`config.mk`:
```
export PLATFORM = sky130hd
export DESIGN_NAME = input_ctrl
export DESIGN_NICKNAME = d
export VERILOG_FILES = /design/src/rtl/input_ctrl_pkg.sv /design/src/rtl/vc_fifo.sv /design/src/rtl/input_ctrl.sv
export SDC_FILE = /design/constraint.sdc
export NUM_CORES = 1
export LEC_CHECK = 0
export ABC_AREA = 1
export CORE_MARGIN = 2
export CORE_UTILIZATION = 50
export CTS_CLUSTER_DIAMETER = 100
export DETAILED_ROUTE_END_ITERATION = 10
export GPL_ROUTABILITY_DRIVEN = 0
export PLACE_DENSITY = 0.74
export SYNTH_ARGS = -nofsm -noshare
export SYNTH_HDL_FRONTEND = slang
export SYNTH_SLANG_ARGS = --single-unit
```
`constraint.sdc`:
```
create_clock -name clk -period 3.8 [get_ports clk]
set_input_delay 0.57 -clock clk [delete_from_list [all_inputs] [get_ports clk]]
set_output_delay 0.57 -clock clk [all_outputs]
set_load 0.02 [all_outputs]
```
`src/rtl/input_ctrl_pkg.sv`:
```
// Flit format, virtual-channel sizing and e-cube routing shared by the router input controller.
// The macros are the single source of the link widths and flit-type codes; the package mirrors them as typed constants.
`ifndef INPUT_CTRL_DEFINES
`define INPUT_CTRL_DEFINES
`define DATA_WIDTH    16
`define VCH_WIDTH_NUM 1
`define VCH_NUM       (2**`VCH_WIDTH_NUM)
`define PORT_NUM      5
`define FLIT_BODY     2'b00
`define FLIT_HEAD     2'b01
`define FLIT_TAIL     2'b10
`define FLIT_SINGLE   2'b11
`endif

package input_ctrl_pkg;

    localparam int DATA_WIDTH = `DATA_WIDTH;
    localparam int VCH_W      = `VCH_WIDTH_NUM;
    localparam int VCH_NUM    = `VCH_NUM;
    localparam int PORT_NUM   = `PORT_NUM;

    typedef enum logic [1:0] {
        TYPE_BODY   = `FLIT_BODY,
        TYPE_HEAD   = `FLIT_HEAD,
        TYPE_TAIL   = `FLIT_TAIL,
        TYPE_SINGLE = `FLIT_SINGLE
    } flit_type_e;

    typedef enum logic [1:0] {
        ST_IDLE,
        ST_REQ,
        ST_SEND
    } state_e;

    function automatic flit_type_e flit_type(input logic [DATA_WIDTH-1:0] flit);
        return flit_type_e'(flit[DATA_WIDTH-1 -: 2]);
    endfunction

    function automatic logic [3:0] flit_dest(input logic [DATA_WIDTH-1:0] flit);
        return flit[DATA_WIDTH-3 -: 4];
    endfunction

    // Head and single codes share a set low type bit: the flit opens a packet.
    function automatic logic starts_packet(input logic [DATA_WIDTH-1:0] flit);
        return flit[DATA_WIDTH-2];
    endfunction

    // Dimension-ordered routing: correct the lowest differing address bit first.
    function automatic logic [PORT_NUM-1:0] ecube_route(input logic [3:0] dest,
                                                        input logic [3:0] node_id);
        logic [3:0] diff;
        diff = dest ^ node_id;
        ecube_route = '0;
        if (diff == 4'd0) begin
            ecube_route[PORT_NUM-1] = 1'b1;
        end else begin
            for (int i = 3; i >= 0; i--) begin
                if (diff[i]) begin
                    ecube_route    = '0;
                    ecube_route[i] = 1'b1;
                end
            end
        end
    endfunction

endpackage

```
`src/rtl/vc_fifo.sv`:
```
// Single virtual-channel flit buffer: circular storage with occupancy count.
// A write to a full buffer is accepted only when a pop frees a slot in the same cycle.
module vc_fifo
    import input_ctrl_pkg::*;
#(
    parameter int DEPTH = 4,
    parameter int WIDTH = DATA_WIDTH
) (
    input  logic                     clk,
    input  logic                     reset,
    input  logic                     write,
    input  logic [WIDTH-1:0]         wdata,
    input  logic                     pop,
    output logic [WIDTH-1:0]         head,
    output logic                     empty,
    output logic                     full,
    output logic [$clog2(DEPTH):0]   count
);

    localparam int PTR_W = $clog2(DEPTH);
    localparam logic [PTR_W:0] FULL_COUNT = (PTR_W+1)'(DEPTH);

    logic [WIDTH-1:0] mem [DEPTH];
    logic [PTR_W-1:0] wr_ptr;
    logic [PTR_W-1:0] rd_ptr;
    logic             accept;
    logic             do_pop;

    assign empty  = (count == '0);
    assign full   = (count == FULL_COUNT);
    assign do_pop = pop && !empty;
    assign accept = write && (!full || do_pop);
    assign head   = mem[rd_ptr];

    // NOTE: the data array has no reset; only pointers and count define what is valid.
    always_ff @(posedge clk) begin
        if (accept) begin
            mem[wr_ptr] <= wdata;
        end
    end

    // Pointers are exactly PTR_W bits wide, so the increment wraps at DEPTH.
    always_ff @(posedge clk or posedge reset) begin
        if (reset) begin
            wr_ptr <= '0;
            rd_ptr <= '0;
            count  <= '0;
        end else begin
            if (accept) begin
                wr_ptr <= wr_ptr + 1'b1;
            end
            if (do_pop) begin
                rd_ptr <= rd_ptr + 1'b1;
            end
            case ({accept, do_pop})
                2'b10:   count <= count + 1'b1;
                2'b01:   count <= count - 1'b1;
                default: count <= count;
            endcase
        end
    end

endmodule

```
`src/rtl/input_ctrl.sv`:
```
// Router input port: per-VC flit buffers, round-robin packet selection, e-cube route
// request and wormhole forwarding to the crossbar, with registered credit return.
module input_ctrl
    import input_ctrl_pkg::*;
#(
    parameter logic [3:0] NODE_ID    = 4'd0,
    parameter int         FIFO_DEPTH = 4
) (
    input  logic                      clk,
    input  logic                      reset,
    input  logic [`DATA_WIDTH-1:0]    link_data,
    input  logic                      link_valid,
    input  logic [`VCH_WIDTH_NUM-1:0] link_vch,
    output logic                      credit_out,
    output logic [`VCH_WIDTH_NUM-1:0] credit_vch,
    output logic [`DATA_WIDTH-1:0]    idata,
    output logic                      ivalid,
    output logic [`VCH_WIDTH_NUM-1:0] ivch,
    output logic [`PORT_NUM-1:0]      port,
    output logic                      req,
    input  logic [4:0]                grt,
    output logic                      overflow_err
);

    localparam int CNT_W = $clog2(FIFO_DEPTH) + 1;

    logic [VCH_NUM-1:0]    fifo_write;
    logic [VCH_NUM-1:0]    fifo_pop;
    logic [VCH_NUM-1:0]    fifo_empty;
    logic [VCH_NUM-1:0]    fifo_full;
    logic [DATA_WIDTH-1:0] fifo_head  [VCH_NUM];
    logic [CNT_W-1:0]      fifo_count [VCH_NUM];

    state_e                state;
    state_e                next_state;
    logic [VCH_W-1:0]      cur_vc;
    logic [VCH_W-1:0]      rr_ptr;
    logic [PORT_NUM-1:0]   cur_port;

    logic                  pick_valid;
    logic [VCH_W-1:0]      pick_vc;
    logic [VCH_W-1:0]      cand;
    logic [DATA_WIDTH-1:0] cur_head;
    logic                  granted;
    logic                  has_flit;
    logic                  xfer;

    for (genvar v = 0; v < VCH_NUM; v++) begin : g_vc
        assign fifo_write[v] = link_valid && (link_vch == VCH_W'(v));

        vc_fifo #(
            .DEPTH (FIFO_DEPTH),
            .WIDTH (DATA_WIDTH)
        ) u_fifo (
            .clk   (clk),
            .reset (reset),
            .write (fifo_write[v]),
            .wdata (link_data),
            .pop   (fifo_pop[v]),
            .head  (fifo_head[v]),
            .empty (fifo_empty[v]),
            .full  (fifo_full[v]),
            .count (fifo_count[v])
        );
    end

    // Scan from the VC after the last served one; iterating downward lets the nearest candidate win.
    always_comb begin
        pick_valid = 1'b0;
        pick_vc    = rr_ptr;
        cand       = rr_ptr;
        for (int k = VCH_NUM; k >= 1; k--) begin
            cand = rr_ptr + VCH_W'(k);
            if (!fifo_empty[cand] && starts_packet(fifo_head[cand])) begin
                pick_valid = 1'b1;
                pick_vc    = cand;
            end
        end
    end

    assign cur_head = fifo_head[cur_vc];
    assign granted  = |(grt & cur_port);
    assign has_flit = (fifo_count[cur_vc] != '0);

    // NOTE: every always_comb output gets a default first so no path leaves it unassigned (no latch).
    always_comb begin
        next_state = state;
        req        = 1'b0;
        port       = '0;
        xfer       = 1'b0;
        unique case (state)
            ST_IDLE: begin
                if (pick_valid) begin
                    next_state = ST_REQ;
                end
            end
            ST_REQ: begin
                req  = 1'b1;
                port = cur_port;
                if (granted) begin
                    xfer       = has_flit;
                    next_state = (xfer && flit_type(cur_head) == TYPE_SINGLE) ? ST_IDLE : ST_SEND;
                end
            end
            ST_SEND: begin
                req  = 1'b1;
                port = cur_port;
                if (granted) begin
                    xfer = has_flit;
                    if (xfer && flit_type(cur_head) == TYPE_TAIL) begin
                        next_state = ST_IDLE;
                    end
                end
            end
            default: next_state = ST_IDLE;
        endcase
    end

    assign ivalid   = xfer;
    assign idata    = cur_head;
    assign ivch     = cur_vc;
    assign fifo_pop = xfer ? (VCH_NUM'(1) << cur_vc) : '0;

    // NOTE: state registers use non-blocking assignments so every flop samples pre-edge values.
    always_ff @(posedge clk or posedge reset) begin
        if (reset) begin
            state        <= ST_IDLE;
            cur_vc       <= '0;
            rr_ptr       <= '0;
            cur_port     <= '0;
            credit_out   <= 1'b0;
            credit_vch   <= '0;
            overflow_err <= 1'b0;
        end else begin
            state <= next_state;
            if (state == ST_IDLE && pick_valid) begin
                cur_vc   <= pick_vc;
                rr_ptr   <= pick_vc;
                cur_port <= ecube_route(flit_dest(fifo_head[pick_vc]), NODE_ID);
            end
            credit_out <= xfer;
            if (xfer) begin
                credit_vch <= cur_vc;
            end
            if (link_valid && fifo_full[link_vch] && !fifo_pop[link_vch]) begin
                overflow_err <= 1'b1;
            end
        end
    end

endmodule

```
After elaboration in Yosys (flattened, before gate mapping):

Memories as Yosys holds them, arrays and structs flattened.
Index checks and enable logic that the tools add are counted.
W data, S select, Z words.

* output and inout bits: 27
* memories: 2
* register bits: 25
* memory bits (writable): 128

Memory list
* g_vc[0].u_fifo.mem: words 4, bits a word 16, read ports 1, clocked after Yosys merged registers in 0, wr ports 1, line vc_fifo.sv:23 `logic [WIDTH-1:0] mem [DEPTH];`
* g_vc[1].u_fifo.mem: words 4, bits a word 16, read ports 1, clocked after Yosys merged registers in 0, wr ports 1, line vc_fifo.sv:23

* bitwise gates (word level): 5
* magnitude comparators: 6
* equal/unequal tests: 14
* muxes and demuxes: 46
* shifts and indexed selects: 1
* add/subtract/negate cells: 9
* reductions and logical operators: 32

Operators by type and width (count)
* $mux W16: 3
* $mux W15: 3
* $mux W14: 3
* $mux W5: 4
* $mux W1: 19
* $logic_and A1 B1 Y1: 13
* $mux W2: 6
* $pmux W3 S2: 2
* $eq A2 B2 Y1 const B: 5
* $mux W3: 3
* $add A2 B1 Y2 const B: 4
* $mux W4: 2
* $ne A2 B2 Y1 const B: 4
* $logic_not A1 Y1: 7
* $add A3 B1 Y3 const B: 2
* $eq A2 B1 Y1 const B: 3
* $eq A3 B3 Y1 const B: 2
* $ge A2 B2 Y1 const B: 3
* $logic_not A3 Y1: 2
* $lt A1 B2 Y1 const B: 3
* $not A1 Y2: 3
* $pmux W2 S3: 1
* $sub A3 B1 Y3 const B: 2
* $and A5 B5 Y5: 1
* other kinds (11): 13

Longest topological paths before layout:

Gate-level depths: netlist (run 1).

* depth in word-level cells: 16
* depth in mapped cells: 15

Cells and area by module:

Synthesis (run 1) repeated with hierarchy kept, for this count alone.

* cell total of the unflattened synthesis: 589
* area, all modules: 6620.1 µm²

By module, submodules not included
* vc_fifo: cells an instance 210, instances 2, area each 2820.2 µm²
* input_ctrl: cells an instance 169, instances 1, area each 979.7 µm²

Worst setup path after synthesis (run 1):

No wires, ideal clock.

* path kind: register -> register
* start: register state[0]
* end: memory g_vc[0].u_fifo.mem[0][0] (netlist name) (enable)
* clock period less this slack: 2.634 ns
* data arrival time: 2.246 ns
* setup slack: 1.166 ns
* path buffers: 0
* stages on the path, launching flop included: 9
* library setup time: 0.389 ns
* path through: dfrtp_1 > inv_1 > ha_1 > inv_1 > nor2_8 > nand2_4 > nand2_2 > nand3_4 > nor2_1

* word-level cells in the longest chain between the ends: 9

RTL lines
* start: declaration: line input_ctrl.sv:34 `state_e state;`
* start signal: assignment: line input_ctrl.sv:135 `state <= next_state;`
* $eq A2 B2 Y1 / $eq A2 B1 Y1 (equally long branches): line input_ctrl.sv:91 `unique case (state)`
* $reduce_or A2 Y1 (no source line) *
* $mux W1 *
* net ivalid: line input_ctrl.sv:17 `output logic ivalid,`
* $mux W2 *: line input_ctrl.sv:122 `assign fifo_pop = xfer ? (VCH_NUM'(1) << cur_vc) : '0;`
* $logic_and A1 B1 Y1 *: line vc_fifo.sv:31 `assign do_pop = pop && !empty;`
* $logic_or A1 B1 Y1 *: line vc_fifo.sv:32 `assign accept = write && (!full || do_pop);`
* $logic_and A1 B1 Y1 *: line vc_fifo.sv:32
* $mux W1 *: line vc_fifo.sv:37 `if (accept) begin`
* $mux W1 (implied by the code) *: line vc_fifo.sv:38 `mem[wr_ptr] <= wdata;`
* end: declaration: line vc_fifo.sv:23

Mark *: on every way through the listed nets, which the timed path passes. The rest lies on a longest branch.

Final worst setup path (run 1):

* start: register g_vc[1].u_fifo.rd_ptr[0]
* end: output idata[1]

* word-level cells in the longest chain between the ends: 4

RTL lines
* start: declaration: line vc_fifo.sv:25 `logic [PTR_W-1:0] rd_ptr;`
* start signal: assignment: line vc_fifo.sv:53 `rd_ptr <= rd_ptr + 1'b1;`
* $mem_v2 Z4 W16
* $mux W16 (implied by the code) (3 in series): line input_ctrl.sv:81 `assign cur_head = fifo_head[cur_vc];`
* end: declaration: line input_ctrl.sv:16 `` output logic [`DATA_WIDTH-1:0] idata, ``

Every way passes these cells. The select of a mux whose other input is x is not followed.

==> out/qor.txt, run 1 <==
Netlist cell types: 38
Ys Warns: 0
Required @ worst endpoint: 3.23 ns
Clock Path Buffers: 2
cell depth of the worst hold path: 1
post-CTS setup buffer count: 0
register bit total from synthesis: 153
Overflow after GRT: 0
DR WL/cell: 16.24 µm
htree depth: 4
commonest non-fill, non-tap cell in the layout: edfxtp_1
syn_nets: 632
worst slew pin tran: 1.020 ns
Port Buf Inserts: 51
Core Area: 13140 µm²
Setup-failing EPs final: 0
Die Span X: 119.6 µm
Antenna Cells: 0
FFs w/ async S/R, synth: 16.34%
Crit-path slowest cell: clkdlybuf4s50_1
Filler cells: 1024
chip height: 119.6 µm
Max rail drop VDD: 0.5749 mV
layout cells sized above 1: 11.09%
CTS Root Cell: clkbuf_16
RSZ-0062 raised after global routing: no
Fmax: 0.3123 GHz
DRC viols: 0
Mapped Area: 6681 µm²
top_reg_cell synth: edfxtp_1
register area share after synthesis: 66.89%
fin crit period: 3.202 ns
Die Area: 14300 µm²
most frequent cells in the layout: 128 x edfxtp_1, 100 x nor2_1, 98 x nand2_1
Vias/cell: 5.217
Area after DPL: 7396 µm²
worst path cell trace: inv_2 -> o21ai_0 -> o22ai_1 -> nor2_1 -> a31oi_1 -> clkdlybuf4s50_1
Final nets: 693
Final WS setup: 0.5982 ns
TritonRoute pass-1 iters: 5
vias: 4398
largest fanout on the critical path: 32
GRT Overall Usage: 20.75%
first-iteration detailed-routing DRC count: 345
Post-Place Cells: 811
post-cts gate resize count: 0
# rows: 42
Mapped Cells: 593
worst hold path type: register to register
pin count of the biggest net entering global routing: 35
first-pass GRT wire length: 22.49 mm
Leak: 3.116 nW
r2r worst-path depth: 14
count of final hold-check violations: 0
number of synthesized flops with an enable pin: 128
Sink Count: 153
Setup WS pre-CTS: 0.8096 ns
crit start category: register
# IOs: 52
Worst Clk Skew: 0.008453 ns
fin crit share: 84.26%
Worst EP arrival: 2.63 ns
Pwr Total: 6.617 mW
Area Growth Syn to Fin: 18.95%
worst skew pair latency: 0.42 ns
crit path kind: register to primary output
Starting Density: 50.86%
TritonCTS clock tree: built
final HPWL from detailed placement: 8.509 mm
critical path's largest stage delay: 0.64 ns
antenna violations before repair: 0
Num CTS Buffers: 17
Setup crit end kind: primary output
Power Dens Cells: 832.6 nW/µm²
DRT antenna net count: 0
Max Cap Violations: 0
Hold Buf Count CTS: 0
Mean Syn Cell Area: 11.27 µm²
final slew viol count: 0
status: finished, final reports clean
WL final: 13.69 mm
vias in the first global route: 4392
final instance area: 7948 µm²
setup_tns: 0 ns
Non-Filler Instances: 843
clk slew on worst S/H paths: 0.06 ns
Rel. slew slack: 31.95%
## synth_stat cells, types with 4 or more instances
master | number | area (µm²)
xor2_1 | 7 | 61.31
o22ai_1 | 10 | 62.56
nor2_1 | 100 | 375.4
ha_1 | 12 | 150.1
o21ai_1 | 4 | 20.02
inv_2 | 8 | 30.03
a31oi_1 | 10 | 62.56
o21ai_0 | 59 | 295.3
nand2_4 | 4 | 45.04
nand3_1 | 27 | 135.1
inv_1 | 44 | 165.2
nand3_2 | 5 | 50.05
buf_2 | 7 | 35.03
nand2_2 | 6 | 37.54
clkbuf_1 | 8 | 30.03
dfrtp_1 | 25 | 625.6
edfxtp_1 | 128 | 3844
nand2_1 | 98 | 367.9
buf_4 | 4 | 30.03
## state kept, by name, indices dropped and copies added, names as in the netlist
register            count
g_vc.u_fifo.mem       128
g_vc.u_fifo.count       6
cur_port                5
g_vc.u_fifo.rd_ptr      4
g_vc.u_fifo.wr_ptr      4
state                   2
credit_out              1
credit_vch              1
overflow_err            1
rr_ptr                  1
## area by class of cell
class                   instances  area [µm²]  share of cell area (%)
flip-flops and latches        153        4469                   56.23
multi-input cells             366        1903                   23.95
repair buffers                 64       608.1                   7.651
clock buffers                  19       432.9                   5.447
well taps                     176       220.2                   2.771
inverters                      52       195.2                   2.456
clock inverters                13       118.9                   1.496
## report_power, final
part / total [mW] / internal, mW / switching, mW
Combinational: 2.80 / 1.02 / 1.78
Sequential: 2.24 / 2.09 / 0.146
Clock: 1.57 / 0.907 / 0.668
## kinds of logic after synthesis
kind of cell	synth area share (%)
AO/OA/AOI/OAI	7.603
XOR/XNOR	1.049
adder cells (fa/ha/maj)	2.846
buffers and inverters	4.626
flip-flops	66.89
AND/OR/NAND/NOR	16.99
## final timing paths
| check | end | slack [ns] | from |
|---|---|---|---|
| setup / recovery | idata[1] | 0.60 | g_vc[1].u_fifo.rd_ptr[0]$_DFFE_PP0P_ |
| hold / removal | credit_vch$_DFFE_PP0N_ | 0.50 | credit_vch$_DFFE_PP0N_ |
| setup reg to reg | g_vc[0].u_fifo.count[2]$_DFFE_PP0P_ | 1.03 | rr_ptr$_DFFE_PP0P_ |
| hold reg to reg | credit_vch$_DFFE_PP0N_ | 0.50 | credit_vch$_DFFE_PP0N_ |
| min in group asynchronous | g_vc[0].u_fifo.wr_ptr[1]$_DFFE_PP0P_ | 0.71 | reset |
| max in group asynchronous | cur_port[1]$_DFFE_PP0P_ | 2.48 | reset |
## worst max-delay path, delay by kind of cell (launching register included)
family,cells,cell delay [ns]
compound gates,3,0.53
simple gates,1,0.06
buf+inv,2,1.10
flops,1,0.51
## metal layers
layer / part of all wire [%] / vias up / track usage, % / routed length, µm
met3: 4.9 / 15 / 5.228 / 675
met1: 44 / 2127 / 26.65 / 6067
li1: - / 2140 / - / -
met2: 50 / 116 / 35.00 / 6802
met4: 1.1 / 0 / 6.176 / 146
met5: 0 / - / 0 / 0
## through the flow
step	hold slack, ns	utilization [%]
after global routing	0.5302	60.50
after floorplan	0.4699	-
after global placement	0.4694	56.30
after CTS	0.5066	60.50
final	0.5037	60.50
after detailed placement	0.4929	56.30
Power figures use the tool's default switching activity.
==> run 2, diff against run 1 <==
==> constraint.sdc (replaced) <==
create_clock -name clk -period 3.3 [get_ports clk]
set_input_delay 0.495 -clock clk [delete_from_list [all_inputs] [get_ports clk]]
set_output_delay 0.495 -clock clk [all_outputs]
set_load 0.02 [all_outputs]
==> run 2 against run 1 <==
Compared with the run above:
- die area unchanged
- final cell count increased by 0.12%
- hold slack lost 0.0078 ns
- clock power is 10% higher
- sequential share of layout area grew 0.13 points
- critical endpoint is now idata[10]
- largest cell class unchanged
- largest power group unchanged
- highest routed layer unchanged
==> out/qor.txt, run 2 (same netlist as run 1, synthesis figures left out) <==
status: finished, final reports clean (unchanged)
post-cts gate resize count: 0 (unchanged)
Clock Path Buffers: 2 (unchanged)
Vias/cell: 5.280 (was 5.217)
# IOs: 52 (unchanged)
final slew viol count: 0 (unchanged)
FF-to-FF Start: state[0]$_DFFE_PP0P_ (was rr_ptr$_DFFE_PP0P_)
first-pass GRT wire length: 22.58 mm (was 22.49 mm)
worst slew pin tran: 1.061 ns (was 1.020 ns)
Setup crit end kind: primary output (unchanged)
Hold EP: overflow_err$_DFFE_PP0P_ (was credit_vch$_DFFE_PP0N_)
antenna violations before repair: 0 (unchanged)
Worst R2R End: g_vc[0].u_fifo.count[2]$_DFFE_PP0P_ (unchanged)
largest fanout on the critical path: 11 (was 32)
Sink Count: 153 (unchanged)
commonest non-fill, non-tap cell in the layout: edfxtp_1 (unchanged)
Max rail drop VDD: 0.6152 mV (was 0.5749 mV)
chip height: 119.6 µm (unchanged)
Post-Place Cells: 812 (was 811)
Worst Clk Skew: 0.008616 ns (was 0.008453 ns)
vias: 4456 (was 4398)
crit path kind: register to primary output (unchanged)
fin crit period: 3.101 ns
DR WL/cell: 16.36 µm (was 16.24 µm)
largest registers: g_vc.u_fifo.mem (128), g_vc.u_fifo.count (6), cur_port (5) (unchanged)
layout cells sized above 1: 11.38% (was 11.09%)
Die Span X: 119.6 µm (unchanged)
WL final: 13.81 mm (was 13.69 mm)
Max Cap Violations: 0 (unchanged)
final HPWL from detailed placement: 8.632 mm (was 8.509 mm)
Starting Density: 50.86% (unchanged)
fin crit share: 93.96%
Setup-failing EPs final: 0 (unchanged)
Required @ worst endpoint: 2.80 ns (was 3.23 ns)
count of final hold-check violations: 0 (unchanged)
DRC viols: 0 (unchanged)
Biggest register: g_vc.u_fifo.mem (unchanged)
Filler cells: 1033 (was 1024)
Fmax: 0.3225 GHz
CTS Root Cell: clkbuf_16 (unchanged)
TritonRoute pass-1 iters: 5 (unchanged)
Core Area: 13140 µm² (unchanged)
cell mode on critical path: o21ai_0
TritonCTS clock tree: built (unchanged)
cell depth of the worst hold path: 1 (unchanged)
Non-Filler Instances: 844 (was 843)
r2r worst-path depth: 13 (was 14)
critical path's largest stage delay: 0.66 ns (was 0.64 ns)
Overflow after GRT: 0 (unchanged)
Antenna Cells: 0 (unchanged)
worst path cell trace: buf_4 -> o21ai_0 -> o22a_1 -> o21ai_0 -> clkdlybuf4s50_1 (was inv_2 -> o21ai_0 -> o22ai_1 -> nor2_1 -> a31oi_1 -> clkdlybuf4s50_1)
clk slew on worst S/H paths: 0.06 ns (about the same)
Port Buf Inserts: 51 (unchanged)
setup_tns: 0 ns (unchanged)
crit start category: register (unchanged)
most frequent cells in the layout: 128 x edfxtp_1, 100 x nor2_1, 98 x nand2_1 (unchanged)
Rel. slew slack: 29.17% (was 31.95%)
post-CTS setup buffer count: 0 (unchanged)
Die Area: 14300 µm² (unchanged)
Num CTS Buffers: 17 (unchanged)
final hold slack: 0.4959 ns (was 0.5037 ns)
Area Growth Syn to Fin: 18.67% (was 18.95%)
Worst Hold Launch: overflow_err$_DFFE_PP0P_ (was credit_vch$_DFFE_PP0N_)
max FFs per register: 128 (unchanged)
Crit-path slowest cell: dfrtp_1 (was clkdlybuf4s50_1)
Leak: 3.111 nW (was 3.116 nW)
Power Dens Cells: 954.1 nW/µm² (was 832.6 nW/µm²)
pin count of the biggest net entering global routing: 35 (unchanged)
Final nets: 694 (was 693)
R2R setup slack: 0.78 ns (was 1.03 ns)
worst hold path type: register to register (unchanged)
RSZ-0062 raised after global routing: no (unchanged)
DRT antenna net count: 0 (unchanged)
htree depth: 4 (unchanged)
Hold Buf Count CTS: 0 (unchanged)
worst skew pair latency: 0.43 ns (was 0.42 ns)
Worst EP arrival: 2.61 ns (was 2.63 ns)
# rows: 42 (unchanged)
first-iteration detailed-routing DRC count: 316 (was 345)
GRT Overall Usage: 20.79% (was 20.75%)
vias in the first global route: 4568 (was 4392)
[run 2: changes by cell type in the layout (fill, tap and decap cells not counted)]
cell       change
clkinv_2       +2
clkbuf_1       -2
bufinv_16      -1
inv_8          -1
buf_4          +1
clkinv_1       +1
clkinv_4       +1
[run 2: report_power, final]
part / total, mW / internal [mW] / switching [mW]
sequential: 2.58 / 2.41 / 0.168
combinational: 3.25 / 1.18 / 2.07
clock: 1.73 / 0.957 / 0.778
[run 2: worst max-delay path by stage]
| stage | startpoint | to | slack, ns | cells after the start |
|---|---|---|---|---|
| floorplan | state[0]$_DFFE_PP0P_ | g_vc[0].u_fifo.mem[0][0]$_DFFE_PP_ | 0.67 | 8 |
| CTS | g_vc[0].u_fifo.rd_ptr[1]$_DFFE_PP0P_ | idata[10] | 0.19 | 5 |
| global placement | grt[3] | g_vc[0].u_fifo.count[2]$_DFFE_PP0P_ | 0.51 | 16 |
| finish | g_vc[0].u_fifo.rd_ptr[1]$_DFFE_PP0P_ | idata[10] | 0.20 | 5 |
| detailed placement | grt[3] | g_vc[0].u_fifo.count[2]$_DFFE_PP0P_ | 0.39 | 16 |
| global route | g_vc[0].u_fifo.rd_ptr[1]$_DFFE_PP0P_ | idata[10] | 0.1 | 5 |
[run 2: metal layers]
metal  vias up  GRT usage [%]  wire length, µm
li1       2142              -                -
met5         -              0                0
met2       139          35.64             6952
met3        22          4.848              888
met4         0          7.574              198
met1      2153          25.87             5768
[run 2: stage by stage]
| stage | setup slack (ns) | total power [mW] | area (µm²) | util [%] |
|---|---|---|---|---|
| 2_1_floorplan | 0.6659 | 4.800 | 6681 | - |
| 3_3_place_gp | 0.5065 | 5.762 | 7403 | 56.35 |
| 3_5_place_dp | 0.3862 | 5.864 | 7403 | 56.35 |
| 4_1_cts | 0.1926 | 7.612 | 7929 | 60.35 |
| 5_1_grt | 0.09967 | 8.065 | 7929 | 60.35 |
| 6_report | 0.1993 | 7.565 | 7929 | 60.35 |
[run 2: area by class of cell]
type	instances	area [µm²]	area share [%]
sequential	153	4469	56.37
timing repair buffer	65	615.6	7.764
inverter	52	195.2	2.462
clock buffer	17	425.4	5.365
tap	176	220.2	2.777
multi-input combinational	366	1903	24.00
clock inverter	15	100.1	1.262
[run 2: critical path, delay by kind of cell (launching register included)]
| kind | cells | cell delay (ns) |
|---|---|---|
| buffers and inverters | 2 | 0.94 |
| DFF | 1 | 0.66 |
| AOI/OAI and AO/OA | 3 | 0.58 |
==> run 3, diff against run 2 <==
--- a/config.mk
+++ b/config.mk
@@ -5,12 +5,10 @@
 export SDC_FILE = /design/constraint.sdc
 export NUM_CORES = 1
 export LEC_CHECK = 0
-export ABC_AREA = 1
 export CORE_MARGIN = 2
 export CORE_UTILIZATION = 50
 export CTS_CLUSTER_DIAMETER = 100
 export DETAILED_ROUTE_END_ITERATION = 10
-export GPL_ROUTABILITY_DRIVEN = 0
 export PLACE_DENSITY = 0.74
 export SYNTH_ARGS = -nofsm -noshare
 export SYNTH_HDL_FRONTEND = slang
==> run 3 against run 2 <==
Compared with the run above:
- synthesized cell count decreased by 35%
- critical endpoint is now idata[14]
- die area decreased by 3.8%
- clock-buffer cell count grew 4
- via count decreased by 23%
- sequential power up 4%
==> out/qor.txt, run 3 <==
FFs w/ async S/R, synth: 16.34% (unchanged)
post-CTS setup buffer count: 0 (unchanged)
count of final hold-check violations: 0 (unchanged)
Antenna Cells: 0 (unchanged)
Final WS setup: 0.1443 ns (was 0.1993 ns)
clk slew on worst S/H paths: 0.06 ns (about the same)
CTS Root Cell: clkbuf_16 (unchanged)
status: finished, final reports clean (unchanged)
top cells by count, synth: 128 x edfxtp_1, 52 x nand2_1, 25 x dfrtp_1, 25 x mux4_2, 17 x inv_1 (was 128 x edfxtp_1, 100 x nor2_1, 98 x nand2_1)
Sink Count: 153 (unchanged)
crit start category: register (unchanged)
Mean Syn Cell Area: 16.67 µm² (was 11.27 µm²)
GRT Overall Usage: 19.19% (was 20.79%)
Ys Warns: 0 (unchanged)
RSZ-0062 raised after global routing: no (unchanged)
# rows: 41 (was 42)
number of synthesized flops with an enable pin: 128 (unchanged)
Netlist cell types: 47 (was 38)
register bit total from synthesis: 153 (unchanged)
synth top area cells: edfxtp_1 60%, dfrtp_1 9.7%, mux4_2 8.8% (was edfxtp_1 58%, dfrtp_1 9.4%, nor2_1 5.6%)
Max rail drop VDD: 0.7315 mV (was 0.6152 mV)
Power Dens Cells: 928.2 nW/µm² (was 954.1 nW/µm²)
syn_nets: 424 (was 632)
top_reg_cell synth: edfxtp_1 (unchanged)
Setup crit end kind: primary output (unchanged)
fin crit period: 3.156 ns (was 3.101 ns)
fin crit share: 95.63% (was 93.96%)
worst slew pin tran: 0.9916 ns (was 1.061 ns)
# IOs: 52 (unchanged)
Vias/cell: 5.445 (was 5.280)
TritonRoute pass-1 iters: 5 (unchanged)
DR WL/cell: 19.21 µm (was 16.36 µm)
largest registers: g_vc.u_fifo.mem (128), g_vc.u_fifo.count (6), cur_port (5) (unchanged)
Filler cells: 947 (was 1033)
layout cells sized above 1: 15.43% (was 11.38%)
count leader, synth: edfxtp_1 (unchanged)
Worst Clk Skew: 0.009068 ns (was 0.008616 ns)
Required @ worst endpoint: 2.80 ns (about the same)
Final nets: 489 (was 694)
Overflow after GRT: 0 (unchanged)
Biggest register: g_vc.u_fifo.mem (unchanged)
Starting Density: 51.07% (was 50.86%)
Worst EP arrival: 2.66 ns (was 2.61 ns)
largest fanout on the critical path: 11 (unchanged)
Num CTS Buffers: 17 (unchanged)
setup_tns: 0 ns (unchanged)
Area Growth Syn to Fin: 19.77% (was 18.67%)
worst skew pair latency: 0.42 ns (was 0.43 ns)
final HPWL from detailed placement: 7.517 mm (was 8.632 mm)
TritonCTS clock tree: built (unchanged)
Synth area leader: edfxtp_1 (unchanged)
DRT antenna net count: 0 (unchanged)
Port Buf Inserts: 51 (unchanged)
busiest grt layer: met2 (unchanged)
met3 GRT Util: 5.691% (was 4.848%)
Mapped Cells: 385 (was 593)
max FFs per register: 128 (unchanged)
Core Area: 12570 µm² (was 13140 µm²)
worst hold path type: register to register (unchanged)
top cell type's share of synthesized area: 59.88% (was 57.53%)
Clock Path Buffers: 2 (unchanged)
Setup WS pre-CTS: 0.04312 ns (was 0.3862 ns)
chip height: 117.3 µm (was 119.6 µm)
Hold Buf Count CTS: 0 (unchanged)
final slew viol count: 0 (unchanged)
Mapped Area: 6419 µm² (was 6681 µm²)
GR Util met1: 24.97% (was 25.87%)
Die Area: 13760 µm² (was 14300 µm²)
Pwr Total: 7.135 mW (was 7.565 mW)
Leak: 2.757 nW (was 3.111 nW)
DRC viols: 0 (unchanged)
htree depth: 4 (unchanged)
crit path kind: register to primary output (unchanged)
antenna violations before repair: 0 (unchanged)
Max Cap Violations: 0 (unchanged)
vias: 3441 (was 4456)
WL final: 12.14 mm (was 13.81 mm)
Fmax: 0.3169 GHz (was 0.3225 GHz)
vias in the first global route: 3559 (was 4568)
Setup-failing EPs final: 0 (unchanged)
Rel. slew slack: 33.82% (was 29.17%)
most frequent cells in the layout: 128 x edfxtp_1, 52 x nand2_1, 51 x clkdlybuf4s50_1 (was 128 x edfxtp_1, 100 x nor2_1, 98 x nand2_1)
grt met2 use: 31.32% (was 35.64%)
Die Span X: 117.3 µm (was 119.6 µm)
first-iteration detailed-routing DRC count: 353 (was 316)
first-pass GRT wire length: 19.44 mm (was 22.58 mm)
GPL Wtd Cong: 0.7499
commonest non-fill, non-tap cell in the layout: edfxtp_1 (unchanged)
pin count of the biggest net entering global routing: 26 (was 35)
register area share after synthesis: 69.63% (was 66.89%)
run 3: cell types whose count changed after synthesis, sizes merged, moves of 5 or more:
cell,before,now
a31oi,10,4
nand2,108,52
a21oi,2,9
mux2i,0,7
mux4,0,30
and2,3,13
o21ai,64,8
nand3,34,2
inv,52,17
xnor2,1,6
nor2,103,12
o22ai,10,2
run 3: cells by family after synthesis:
logic type                 share of synthesized area, %
muxes                                             12.44
and+or+nand+nor                                   7.135
AOI/OAI and AO/OA                                 4.347
buffers and inverters                             2.261
DFF                                               69.63
xor gates and xnor gates                          1.228
adders and majority gates                         2.963
run 3: area by class of cell:
class	count	area (µm²)	area share (%)
clock buffers	21	440.4	5.729
clock inverters	8	100.1	1.302
inverters	17	63.81	0.8301
multi-input cells	199	1804	23.47
flip-flops and latches	153	4471	58.15
well taps	172	215.2	2.799
repair buffers	62	593.1	7.715
run 3: worst paths after layout:
path,from,to,slack (ns),cells past startpoint
worst max register to register,state[1]$_DFFE_PP0P_,g_vc[0].u_fifo.count[2]$_DFFE_PP0P_,0.51,10
max in group asynchronous,reset,g_vc[1].u_fifo.rd_ptr[1]$_DFFE_PP0P_,2.02,2
worst min register to register,overflow_err$_DFFE_PP0P_,overflow_err$_DFFE_PP0P_,0.46,1
worst min-delay path,overflow_err$_DFFE_PP0P_,overflow_err$_DFFE_PP0P_,0.46,1
worst max-delay path,g_vc[0].u_fifo.rd_ptr[0]$_DFFE_PP0P_,idata[14],0.14,5
min in group asynchronous,reset,g_vc[1].u_fifo.count[1]$_DFFE_PP0P_,0.62,2
run 3: repair_timing:
action / 4_1_cts / 5_1_grt
setup endpoints to repair: 0 / 2
gates resized for setup: 0 / 1
hold endpoints to repair: 0 / 0
run 3: metal layers:
layer	part of all wire, %	vias up
met2	50	106
met5	0	-
met3	6.4	11
met1	43	1721
li1	-	1603
met4	1.0	0
run 3: power by group:
| part | internal, mW | switching [mW] | total [mW] |
|---|---|---|---|
| Combinational | 1.22 | 1.42 | 2.64 |
| Clock | 1.10 | 0.715 | 1.81 |
| Sequential | 2.43 | 0.250 | 2.68 |
run 3: critical path: stages, from the launching register on:
cell             delay [ns]
dfrtp_1                0.70
mux4_2                 0.63
nand2_1                0.09
o311a_1                0.21
inv_1                  0.07
clkdlybuf4s50_1        0.53
run 3: through the flow:
stage | area (µm²) | std cells | hold WS, ns | util, %
final | 7687 | 632 | 0.4578 | 61.16
after global routing | 7687 | 632 | 0.5018 | 61.16
after CTS | 7686 | 632 | 0.4578 | 61.15
after detailed placement | 7146 | 603 | 0.4464 | 56.85
after global placement | 7146 | 603 | 0.4391 | 56.85
after floorplan | 6419 | 385 | 0.4622 | -
